<file path="config.mk">
export PLATFORM = sky130hd
export DESIGN_NAME = charlieplex_pwm_scheduler_flat
export DESIGN_NICKNAME = d
export VERILOG_FILES = /design/src/rtl/charlieplex_pwm_scheduler_pkg.sv /design/src/rtl/charlieplex_pwm_scheduler_if.sv /design/src/rtl/charlieplex_pwm_scheduler_framebuffer.sv /design/src/rtl/charlieplex_pwm_scheduler.sv /design/src/flat_wrapper.sv
export SDC_FILE = /design/constraint.sdc
export NUM_CORES = 1
export LEC_CHECK = 0
export CORE_MARGIN = 5
export CORE_UTILIZATION = 25
export DETAILED_ROUTE_END_ITERATION = 7
export GPL_TIMING_DRIVEN = 0
export PLACE_DENSITY = 0.38
export SLEW_MARGIN = 20
export SYNTH_ARGS = -nofsm -noshare
export SYNTH_HDL_FRONTEND = slang
export SYNTH_SLANG_ARGS = --single-unit
</file>
<file path="constraint.sdc">
create_clock -name pixelclock -period 3.75 [get_ports pixelclock]
set_clock_uncertainty 0.15 [all_clocks]
set_input_delay 0.9375 -clock pixelclock [delete_from_list [all_inputs] [get_ports pixelclock]]
set_output_delay 0.9375 -clock pixelclock [all_outputs]
set_load 0.02 [all_outputs]
</file>
<file path="src/rtl/charlieplex_pwm_scheduler_pkg.sv">
// Shared types and sizing helpers for the charlieplex PWM scheduler.
package charlieplex_pkg;

  typedef enum logic [1:0] {
    IDLE  = 2'd0,
    BLANK = 2'd1,
    SHOW  = 2'd2
  } state_t;

  function automatic int index_bits(input int pixel_count);
    return $clog2(pixel_count + 1);
  endfunction

  function automatic int pwm_period(input int bright_bits);
    return (1 << bright_bits) - 1;
  endfunction

endpackage

</file>
<file path="src/rtl/charlieplex_pwm_scheduler_if.sv">
// Framebuffer write port and swap handshake of the charlieplex PWM scheduler.
interface charlieplex_pwm_scheduler_if #(
  parameter int INDEXBITS  = 4,
  parameter int BRIGHTBITS = 4
) ();
  logic                  wr_valid;
  logic                  wr_ready;
  logic [INDEXBITS-1:0]  wr_addr;
  logic [BRIGHTBITS-1:0] wr_data;
  logic                  swap_req;
  logic                  swap_ack;

  modport master (output wr_valid, wr_addr, wr_data, swap_req, input wr_ready, swap_ack);
  modport slave  (input wr_valid, wr_addr, wr_data, swap_req, output wr_ready, swap_ack);
endinterface

</file>
<file path="src/rtl/charlieplex_pwm_scheduler_framebuffer.sv">
// Double-buffered brightness store: writes land in back, swap copies back to front.
module charlieplex_framebuffer
  import charlieplex_pkg::*;
#(
  parameter int PIXELCOUNT = 12,
  parameter int BRIGHTBITS = 4,
  parameter int INDEXBITS  = index_bits(PIXELCOUNT)
) (
  input  logic                  clk,
  input  logic                  rst_n,
  input  logic                  wr_en,
  input  logic [INDEXBITS-1:0]  wr_addr,
  input  logic [BRIGHTBITS-1:0] wr_data,
  input  logic                  swap,
  input  logic [INDEXBITS-1:0]  rd_addr,
  output logic [BRIGHTBITS-1:0] rd_data
);
  localparam logic [INDEXBITS-1:0]  PIX_COUNT = INDEXBITS'(PIXELCOUNT);
  localparam logic [BRIGHTBITS-1:0] DARK      = {BRIGHTBITS{1'b0}};

  logic [BRIGHTBITS-1:0] back_r  [PIXELCOUNT];
  logic [BRIGHTBITS-1:0] front_r [PIXELCOUNT];

  // Buffer storage; out-of-range write addresses are silently dropped.
  always_ff @(posedge clk) begin
    if (!rst_n) begin
      for (int i = 0; i < PIXELCOUNT; i++) begin
        back_r[i]  <= DARK;
        front_r[i] <= DARK;
      end
    end else begin
      if (wr_en && (wr_addr < PIX_COUNT)) begin
        back_r[wr_addr] <= wr_data;
      end
      if (swap) begin
        for (int i = 0; i < PIXELCOUNT; i++) begin
          front_r[i] <= back_r[i];
        end
      end
    end
  end

  // Front read for the pixel currently being scanned.
  always_comb begin
    if (rd_addr < PIX_COUNT) begin
      rd_data = front_r[rd_addr];
    end else begin
      rd_data = DARK;
    end
  end
endmodule

</file>
<file path="src/rtl/charlieplex_pwm_scheduler.sv">
// Scans PIXELCOUNT LEDs with per-pixel PWM and dead-time blanking.
// Define CHARLIEPLEX_SKIP_DARK_EN to collapse dark pixels to a single cycle.
module charlieplex_pwm_scheduler
  import charlieplex_pkg::*;
#(
  parameter int PIXELCOUNT = 12,
  parameter int BRIGHTBITS = 4,
  parameter int DEADTIME   = 1,
  parameter int INDEXBITS  = index_bits(PIXELCOUNT)
) (
  input  logic                       pixelclock,
  input  logic                       rst_n,
  input  logic                       enable,
  charlieplex_pwm_scheduler_if.slave bus,
  output logic                       frame_start,
  output logic [INDEXBITS-1:0]       led_index,
  output logic                       led_enable
);
  localparam int P  = pwm_period(BRIGHTBITS);
  localparam int BW = (DEADTIME > 1) ? $clog2(DEADTIME) : 1;
  localparam logic [BRIGHTBITS-1:0] LAST_SLOT  = BRIGHTBITS'(P - 1);
  localparam logic [BRIGHTBITS-1:0] ZERO_SLOT  = {BRIGHTBITS{1'b0}};
  localparam logic [INDEXBITS-1:0]  LAST_PIXEL = INDEXBITS'(PIXELCOUNT - 1);
  localparam logic [INDEXBITS-1:0]  ZERO_PIX   = {INDEXBITS{1'b0}};
  localparam logic [BW-1:0]         LAST_BLANK = BW'(DEADTIME - 1);
  localparam logic [BW-1:0]         ZERO_BLANK = {BW{1'b0}};
`ifdef CHARLIEPLEX_SKIP_DARK_EN
  localparam logic SKIP_DARK = 1'b1;
`else
  localparam logic SKIP_DARK = 1'b0;
`endif

  state_t                state_r, state_s;
  logic [INDEXBITS-1:0]  pixel_r, pixel_s;
  logic [BRIGHTBITS-1:0] slot_r, slot_s;
  logic [BW-1:0]         blank_r, blank_s;
  logic                  advance_s, frame_start_s, frame_end_s;
  logic                  swap_pending_r, swap_pending_s, swap_do_s, wr_accept_s;
  logic                  wr_ready_r, swap_ack_r, frame_start_r, led_enable_r, led_enable_s;
  logic [INDEXBITS-1:0]  led_index_r, led_index_s;
  logic [BRIGHTBITS-1:0] front_px_s;

  charlieplex_framebuffer #(
    .PIXELCOUNT(PIXELCOUNT), .BRIGHTBITS(BRIGHTBITS), .INDEXBITS(INDEXBITS)
  ) u_fb (
    .clk(pixelclock), .rst_n(rst_n), .wr_en(wr_accept_s), .wr_addr(bus.wr_addr),
    .wr_data(bus.wr_data), .swap(swap_do_s), .rd_addr(pixel_r), .rd_data(front_px_s)
  );

  // A write in the same cycle as swap_req is taken before the swap goes pending.
  assign wr_accept_s    = bus.wr_valid && wr_ready_r;
  assign swap_do_s      = swap_pending_r && (frame_end_s || (state_r == IDLE));
  assign swap_pending_s = swap_do_s ? 1'b0 : (swap_pending_r || bus.swap_req);

  // Scan sequencer: next state, pixel and slot.
  always_comb begin
    state_s       = state_r;
    pixel_s       = pixel_r;
    slot_s        = slot_r;
    blank_s       = blank_r;
    advance_s     = 1'b0;
    frame_start_s = 1'b0;
    frame_end_s   = 1'b0;
    case (state_r)
      IDLE: begin
        if (enable) begin
          state_s       = BLANK;
          frame_start_s = 1'b1;
        end else begin
          state_s = IDLE;
        end
      end
      BLANK: begin
        if (!enable) begin
          state_s = IDLE;
        end else if (SKIP_DARK && (front_px_s == ZERO_SLOT)) begin
          advance_s = 1'b1;
        end else if (blank_r == LAST_BLANK) begin
          state_s = SHOW;
          slot_s  = ZERO_SLOT;
        end else begin
          blank_s = blank_r + 1'b1;
        end
      end
      SHOW: begin
        if (!enable) begin
          state_s = IDLE;
        end else if (slot_r == LAST_SLOT) begin
          advance_s = 1'b1;
        end else begin
          slot_s = slot_r + 1'b1;
        end
      end
      default: state_s = IDLE;
    endcase
    if (state_s == IDLE || (state_r == IDLE)) begin
      pixel_s = ZERO_PIX;
      slot_s  = ZERO_SLOT;
      blank_s = ZERO_BLANK;
    end else if (advance_s) begin
      state_s = BLANK;
      blank_s = ZERO_BLANK;
      slot_s  = ZERO_SLOT;
      if (pixel_r == LAST_PIXEL) begin
        pixel_s       = ZERO_PIX;
        frame_end_s   = 1'b1;
        frame_start_s = 1'b1;
      end else begin
        pixel_s = pixel_r + 1'b1;
      end
    end else begin
      frame_end_s = 1'b0;
    end
  end

  // LED drive derived from the current scan position.
  always_comb begin
    led_enable_s = enable && (state_r == SHOW) && (slot_r < front_px_s);
    if (state_r == IDLE) begin
      led_index_s = ZERO_PIX;
    end else begin
      led_index_s = pixel_r;
    end
  end

  // State and registered outputs.
  always_ff @(posedge pixelclock) begin
    if (!rst_n) begin
      state_r        <= IDLE;
      pixel_r        <= ZERO_PIX;
      slot_r         <= ZERO_SLOT;
      blank_r        <= ZERO_BLANK;
      swap_pending_r <= 1'b0;
      wr_ready_r     <= 1'b0;
      swap_ack_r     <= 1'b0;
      frame_start_r  <= 1'b0;
      led_enable_r   <= 1'b0;
      led_index_r    <= ZERO_PIX;
    end else begin
      state_r        <= state_s;
      pixel_r        <= pixel_s;
      slot_r         <= slot_s;
      blank_r        <= blank_s;
      swap_pending_r <= swap_pending_s;
      wr_ready_r     <= !swap_pending_s;
      swap_ack_r     <= swap_do_s;
      frame_start_r  <= frame_start_s;
      led_enable_r   <= led_enable_s;
      led_index_r    <= led_index_s;
    end
  end

  assign bus.wr_ready = wr_ready_r;
  assign bus.swap_ack = swap_ack_r;
  assign frame_start  = frame_start_r;
  assign led_index    = led_index_r;
  assign led_enable   = led_enable_r;
endmodule

</file>
<file path="src/flat_wrapper.sv">
// flat-port wrapper written by rule: the top's interface ports become plain ports
module charlieplex_pwm_scheduler_flat import charlieplex_pkg::*;
#(
  parameter int PIXELCOUNT = 12,
  parameter int BRIGHTBITS = 4,
  parameter int DEADTIME   = 1,
  parameter int INDEXBITS  = index_bits(PIXELCOUNT)
)
  (pixelclock, rst_n, enable, frame_start, led_index, led_enable, bus_wr_valid, bus_wr_addr, bus_wr_data, bus_swap_req, bus_wr_ready, bus_swap_ack);
  charlieplex_pwm_scheduler_if #(.INDEXBITS(INDEXBITS), .BRIGHTBITS(BRIGHTBITS)) bus_i ();
  input  logic pixelclock;
  input  logic rst_n;
  input  logic enable;
  output logic frame_start;
  output logic [INDEXBITS-1:0] led_index;
  output logic led_enable;
  input wire logic [$bits(bus_i.wr_valid)-1:0] bus_wr_valid;
  input wire logic [$bits(bus_i.wr_addr)-1:0] bus_wr_addr;
  input wire logic [$bits(bus_i.wr_data)-1:0] bus_wr_data;
  input wire logic [$bits(bus_i.swap_req)-1:0] bus_swap_req;
  output wire logic [$bits(bus_i.wr_ready)-1:0] bus_wr_ready;
  output wire logic [$bits(bus_i.swap_ack)-1:0] bus_swap_ack;
  assign bus_i.wr_valid = bus_wr_valid;
  assign bus_i.wr_addr = bus_wr_addr;
  assign bus_i.wr_data = bus_wr_data;
  assign bus_i.swap_req = bus_swap_req;
  assign bus_wr_ready = bus_i.wr_ready;
  assign bus_swap_ack = bus_i.swap_ack;
  charlieplex_pwm_scheduler #(.PIXELCOUNT(PIXELCOUNT), .BRIGHTBITS(BRIGHTBITS), .DEADTIME(DEADTIME), .INDEXBITS(INDEXBITS)) u_core (.pixelclock(pixelclock), .rst_n(rst_n), .enable(enable), .bus(bus_i), .frame_start(frame_start), .led_index(led_index), .led_enable(led_enable));
endmodule
</file>
# [After elaboration in Yosys (flattened, before gate mapping)]
# Memories as Yosys holds them, arrays and structs flattened. A register that Yosys moved wholly into a read port is not among the register bits.
# Index checks and enable logic that the tools add are counted.
[classes] n_addsub=3 magnitude_cmp=3 n_eq_ne=8 n_mux=51 n_bitwise=13 n_reduce_logical=18
[ops] operator="two-way mux 4 bit" n=22
[ops] operator="two-way mux 1 bit" n=22
[ops] operator="OR 1 bit" n=12
[ops] operator="two-way mux 2 bit" n=5
[ops] operator="adder 4 x 1 -> 4 bit, second input constant" n=2
[ops] operator="== test 4 bit, second input constant" n=2
[ops] operator="< comparator 4 bit, second input constant" n=2
[ops] operator="inequality test 2 bit, second input constant" n=4
[ops] operator="one-hot mux 4 bit (2 select lines)" n=1
[ops] operator="one-hot mux 2 bit (3 select lines)" n=1
[ops] operator="logical AND 1 bit" n=5
[ops] operator="AND reduction 5 bit" n=1
[ops] operator="zero test 2 bit" n=2
[ops] operator="< comparator 4 bit" n=1
[ops] operator="OR reduction 2 bit" n=2
[ops] operator="OR reduction 4 bit" n=1
[ops] operator="logical OR 1 bit" n=3
[ops] operator="OR reduction 3 bit" n=1
[ops] operator="== test 2 x 1 -> 1 bit, second input constant" n=1
[ops] operator="== test 2 bit, second input constant" n=1
[ops] operator="AND reduction 2 bit" n=1
[ops] operator="nonzero test 2 bit" n=1
[ops] operator="adder 1 bit, second input constant" n=1
[ops] operator="zero test 1 bit" n=1
[ops] operator="NOT 1 bit" n=1
[word_totals] register_bits=20 ramBits=96 in_bits=13 output_inout_bits=8 wordCells=108 n_memories=2
[memory_table] memory="u_core.u_fb.back_r" depth=12 word_bits=4 rd=12 rd_ports_with_merged_regs=0 wr=12 line_no="charlieplex_pwm_scheduler_framebuffer.sv:21" rtl="logic [BRIGHTBITS-1:0] back_r [PIXELCOUNT];"
[memory_table] memory="u_core.u_fb.front_r" depth=12 word_bits=4 rd=1 rd_ports_with_merged_regs=1 wr=12 line_no="charlieplex_pwm_scheduler_framebuffer.sv:22" rtl="logic [BRIGHTBITS-1:0] front_r [PIXELCOUNT];"

# [Logic depth before layout (Yosys ltp)]
[logic_depth] depth_word=12 mapped_depth=9 depth_no_buf=8

# [Modules after synthesis]
# From an unflattened synthesis, not the netlist that was laid out.
[hier_totals] cells_unflattened=361 area_unflattened_um2=4962.3
[modules_own_cells] mod="charlieplex_framebuffer" instances=1 cells_each=268 area_per_inst_um2=4119.0 seq_area_each_um2=2882.8
[modules_own_cells] mod="charlieplex_pwm_scheduler" instances=1 cells_each=93 area_per_inst_um2=843.3 seq_area_each_um2=380.4

# [Worst setup path after synthesis]
# No wires, ideal clock.
[synth_path] path_type="input port to flip-flop" start="in enable" end="mem u_core.u_fb.front_r[0][0] (enable)" setup_ns=0.413 arrival_ns=2.988 t_required_ns=3.187 path_slack_ns=0.199 path_stages=5 n_path_buf=1 cell_sequence="clkbuf_2 nand4_2 nor4_4 o21a_2 nand2b_1"
[synth_lines] element="start: declaration" line_no="flat_wrapper.sv:13" rtl="input logic enable;"
[synth_lines] element="end: declaration" line_no="charlieplex_pwm_scheduler_framebuffer.sv:22"

==> flow_summary.json <==
{
  "drtIter0Drc": 151,
  "p_int_mw": 2.69,
  "finalNetCount": 418,
  "grt_setup_unrepaired": "false",
  "layout-drive-gt1-share": 0.122,
  "post-dp-hpwl_mm": 8.22,
  "top_usage_layer": "met2",
  "critical_path.max_fanout": 8,
  "min_delay_path_depth": 1,
  "grt_start_max_net_pins": 49,
  "power-per-cell-area_nw_per_um2": 540,
  "die_x_um": 152,
  "endpoint_required_time_on_the_critical_path_ns": 3.70,
  "chipHeight_um": 152,
  "arrival_ns": 3.01,
  "totalWireLength_mm": 11.2,
  "report.final.setup_viol": 0,
  "seqCellArea_um2": 3340,
  "htree_levels": 4,
  "ff2ff_setup_slack_ns": 0.70,
  "timing.fmax_mhz": 327,
  "synthToLayoutAreaGrowth_pct": 22.3,
  "syn_inst": 363,
  "insertedDiodeCount": 0,
  "syn-mean-instance-area_um2": 14.0,
  "max_cap_viol_count": 0,
  "min_path_type": "reg -> reg",
  "post_cts_resize_count": 0,
  "placementRows": 52,
  "layout_worst_path_cycle_share": 0.817,
  "sw_frac_of_total": 0.195,
  "grt_util_met1": 0.124,
  "multiInputGateArea_um2": 1600,
  "rr_worst_depth": 9,
  "final-instance-count-excl-fill": 680,
  "global_route.usage.met3": 0.0293,
  "clkSinkCount": 119,
  "drt-vias-per-instance": 4.16,
  "tritoncts": "yes",
  "ant_nets": 0,
  "globalRoute.totalOverflow": 0,
  "core_footprint_um2": 20100,
  "static-leakage-power_nw": 2.35,
  "vias": 2830,
  "first_global_vias": 2974,
  "place_area_um2": 5580,
  "worst_skew_pair.late_latency_ns": 0.41,
  "numCtsBuffers": 17,
  "p_sw_mw": 0.652,
  "total_number_of_yosys_warnings": 0,
  "grtUsageTotal": 0.100,
  "port_buffers": 17,
  "floorplan.die_area_um2": 23200,
  "post-route-worst-setup-slack_ns": 0.688,
  "critical_path.endpoint_type": "register",
  "clk_root_buffer_cell": "clkbuf_16",
  "grt_first_pass_wirelength_mm": 17.4,
  "worstHoldEndpoint": "u_core.led_index[1]$_SDFF_PP0_",
  "fillerInstances": 2017,
  "netlist_area_um2": 5070,
  "dp.cells": 650,
  "grt_antenna_before_repair": 0,
  "synthDistinctLibCells": 39,
  "finish.instance_area_um2": 6190,
  "vdd_drop_max_v": 0.000226,
  "ctsLongestPathBuffers": 2,
  "detail_route.first_pass.iterations": 4,
  "finish.utilization": 0.308,
  "post-route-drc-count": 0,
  "result_of_the_run": "completed",
  "clkSlewWorstSetupHoldPaths_ns": 0.05,
  "hold_path_startpoint": "u_core.pixel_r[1]$_SDFFE_PP0N_",
  "pwr-share-comb": 0.041,
  "syn_nets": 382,
  "clock_power_share": 0.509,
  "hold_viol": 0,
  "dpl_worst_slack_ns": 0.205,
  "routabilityCongestion": 0.705,
  "setup-tns-final_ns": 0,
  "final_period_minus_worst_setup_slack_ns": 3.06,
  "initial_core_util": 0.252,
  "route.detailed.wl_per_inst_um": 16.5,
  "ys_seq_area_frac": 0.660,
  "headroom_to_the_max_slew_limit": 0.450,
  "cts_post_setup_buffers_inserted": 0,
  "seq_cells_post_synth": 119,
  "use_met2": 0.164,
  "ctsHoldBuffers": 0,
  "critical_path_class": "in -> reg",
  "sequentialPowerShare": 0.450,
  "final-max-slew-violation-count": 0,
  "timing_worst_slew_pin_value_ns": 0.825,
  "reg2reg_to": "u_core.led_enable$_SDFF_PN0_",
  "boundaryPins": 21,
  "critical_path.startpoint_type": "input pin"
}
-- power by group through the flow --
stage          Clock [mW]  Sequential, mW  Combinational [mW]
2_1_floorplan           0            1.53              0.0821
3_3_place_gp            0            1.53               0.140
3_5_place_dp            0            1.53               0.141
4_1_cts              1.74            1.51               0.142
5_1_grt              1.80            1.51               0.152
6_report             1.70            1.51               0.137
-- critical path, stage by stage --
cell,delay (ns)
clkdlybuf4s50_1,0.46
nand3_1,0.24
a211o_1,0.46
nor4_1,0.62
nand2b_1,0.28
-- sequential cells by signal, indices dropped and copies added, names as in the netlist, named ones only --
register               count
u_core.bus.wr_ready        1
u_core.slot_r              4
u_core.pixel_r             4
u_core.bus.swap_ack        1
u_core.swap_pending_r      1
u_core.frame_start         1
u_core.u_fb.back_r        48
u_core.led_enable          1
u_core.led_index           4
u_core.state_r             2
u_core.u_fb.front_r       48
-- stage by stage --
stage                     hold WS [ns]  total power [mW]
after floorplan                  0.338              1.61
after global placement           0.364              1.67
after detailed placement         0.369              1.67
after CTS                        0.375              3.39
after global routing             0.393              3.46
final                            0.371              3.34
-- worst max path at each step --
stage               cells after the start          from  slack [ns]                                 endpoint
finish                                  5  bus_wr_valid        0.69   u_core.u_fb.back_r[5][2]$_SDFFCE_PN0P_
global route                            9      register        0.47             u_core.led_enable$_SDFF_PN0_
CTS                                     5  bus_wr_valid        0.63   u_core.u_fb.back_r[5][2]$_SDFFCE_PN0P_
detailed placement                      5  bus_wr_valid        0.20   u_core.u_fb.back_r[5][1]$_SDFFCE_PN0P_
global placement                        5        enable       -0.62  u_core.u_fb.front_r[5][2]$_SDFFCE_PN0P_
floorplan                               5        enable        0.20  u_core.u_fb.front_r[0][0]$_SDFFCE_PN0P_
-- per-layer routing --
layer / up-vias / wire [um]
li1: 1412 / -
met2: 48 / 5280
met5: - / 0
met1: 1356 / 5250
met4: 0 / 204
met3: 14 / 451
-- placed cells by master, fill, tap and decap left out, types with 2 or more instances in the layout --
cell,n
clkinv_1,5
a21oi_1,3
bufinv_16,5
dfxtp_1,23
clkinvlp_4,2
o2111ai_1,2
or2_2,2
a211o_1,2
o21a_1,3
xnor2_1,3
xor2_1,3
nand3_1,5
and3_1,45
ha_1,6
inv_1,7
and2_1,59
buf_2,7
nand2_1,7
nor2_1,14
clkbuf_16,17
nand2b_1,11
mux4_2,10
mux2i_1,7
clkdlybuf4s50_1,17
clkbuf_1,14
nor3_1,6
o21ai_0,5
o211ai_1,5
nor4_1,4
edfxtp_1,96
-- Yosys cell counts, drive strengths merged --
master   count  share of area
a21oi        3         0.0030
dfxtp       23          0.091
o21ai        5         0.0049
and3        45          0.056
nand2        7         0.0052
mux4        11          0.050
a2111oi      1         0.0030
nor4         5         0.0091
o2111ai      2         0.0035
nand3        5         0.0049
nand2b      12          0.015
nor3         6         0.0059
mux2i        7          0.014
a311o        1         0.0020
ha           6          0.015
o21a         4         0.0062
buf          8         0.0091
a211o        2         0.0035
o211ai       5         0.0074
nand4        1         0.0025
or2          2         0.0025
xor2         3         0.0052
or3          1         0.0012
clkbuf      14          0.011
xnor2        3         0.0052
nand3b       1         0.0015
nor2        14          0.010
and2        59          0.073
a2bb2oi      1         0.0017
edfxtp      96           0.57
inv          7         0.0052
o31ai        1         0.0015
a2111o       1         0.0022
nor2b        1         0.0012
-- layout make-up --
class,instances,share of cell area
buffer,22,0.0162
clock buffer,18,0.0693
clock inverter,12,0.0297
inverter,7,0.00424
multi-input combinational,215,0.259
sequential,119,0.540
tap,270,0.0545
timing repair buffer,17,0.0275
-- kinds of logic (layout without fill, tap and decap cells) --
| group | after synthesis | after routing | synth area share |
|---|---|---|---|
| AOI/OAI and AO/OA | 26 | 26 | 0.0388 |
| xor gates and xnor gates | 6 | 6 | 0.0104 |
| adders and majority gates | 6 | 6 | 0.0148 |
| buffers and inverters | 29 | 76 | 0.0249 |
| DFF | 119 | 119 | 0.660 |
| muxes | 18 | 18 | 0.0635 |
| and+or+nand+nor | 159 | 159 | 0.188 |
No activity file was read; power rests on OpenSTA's default activity.
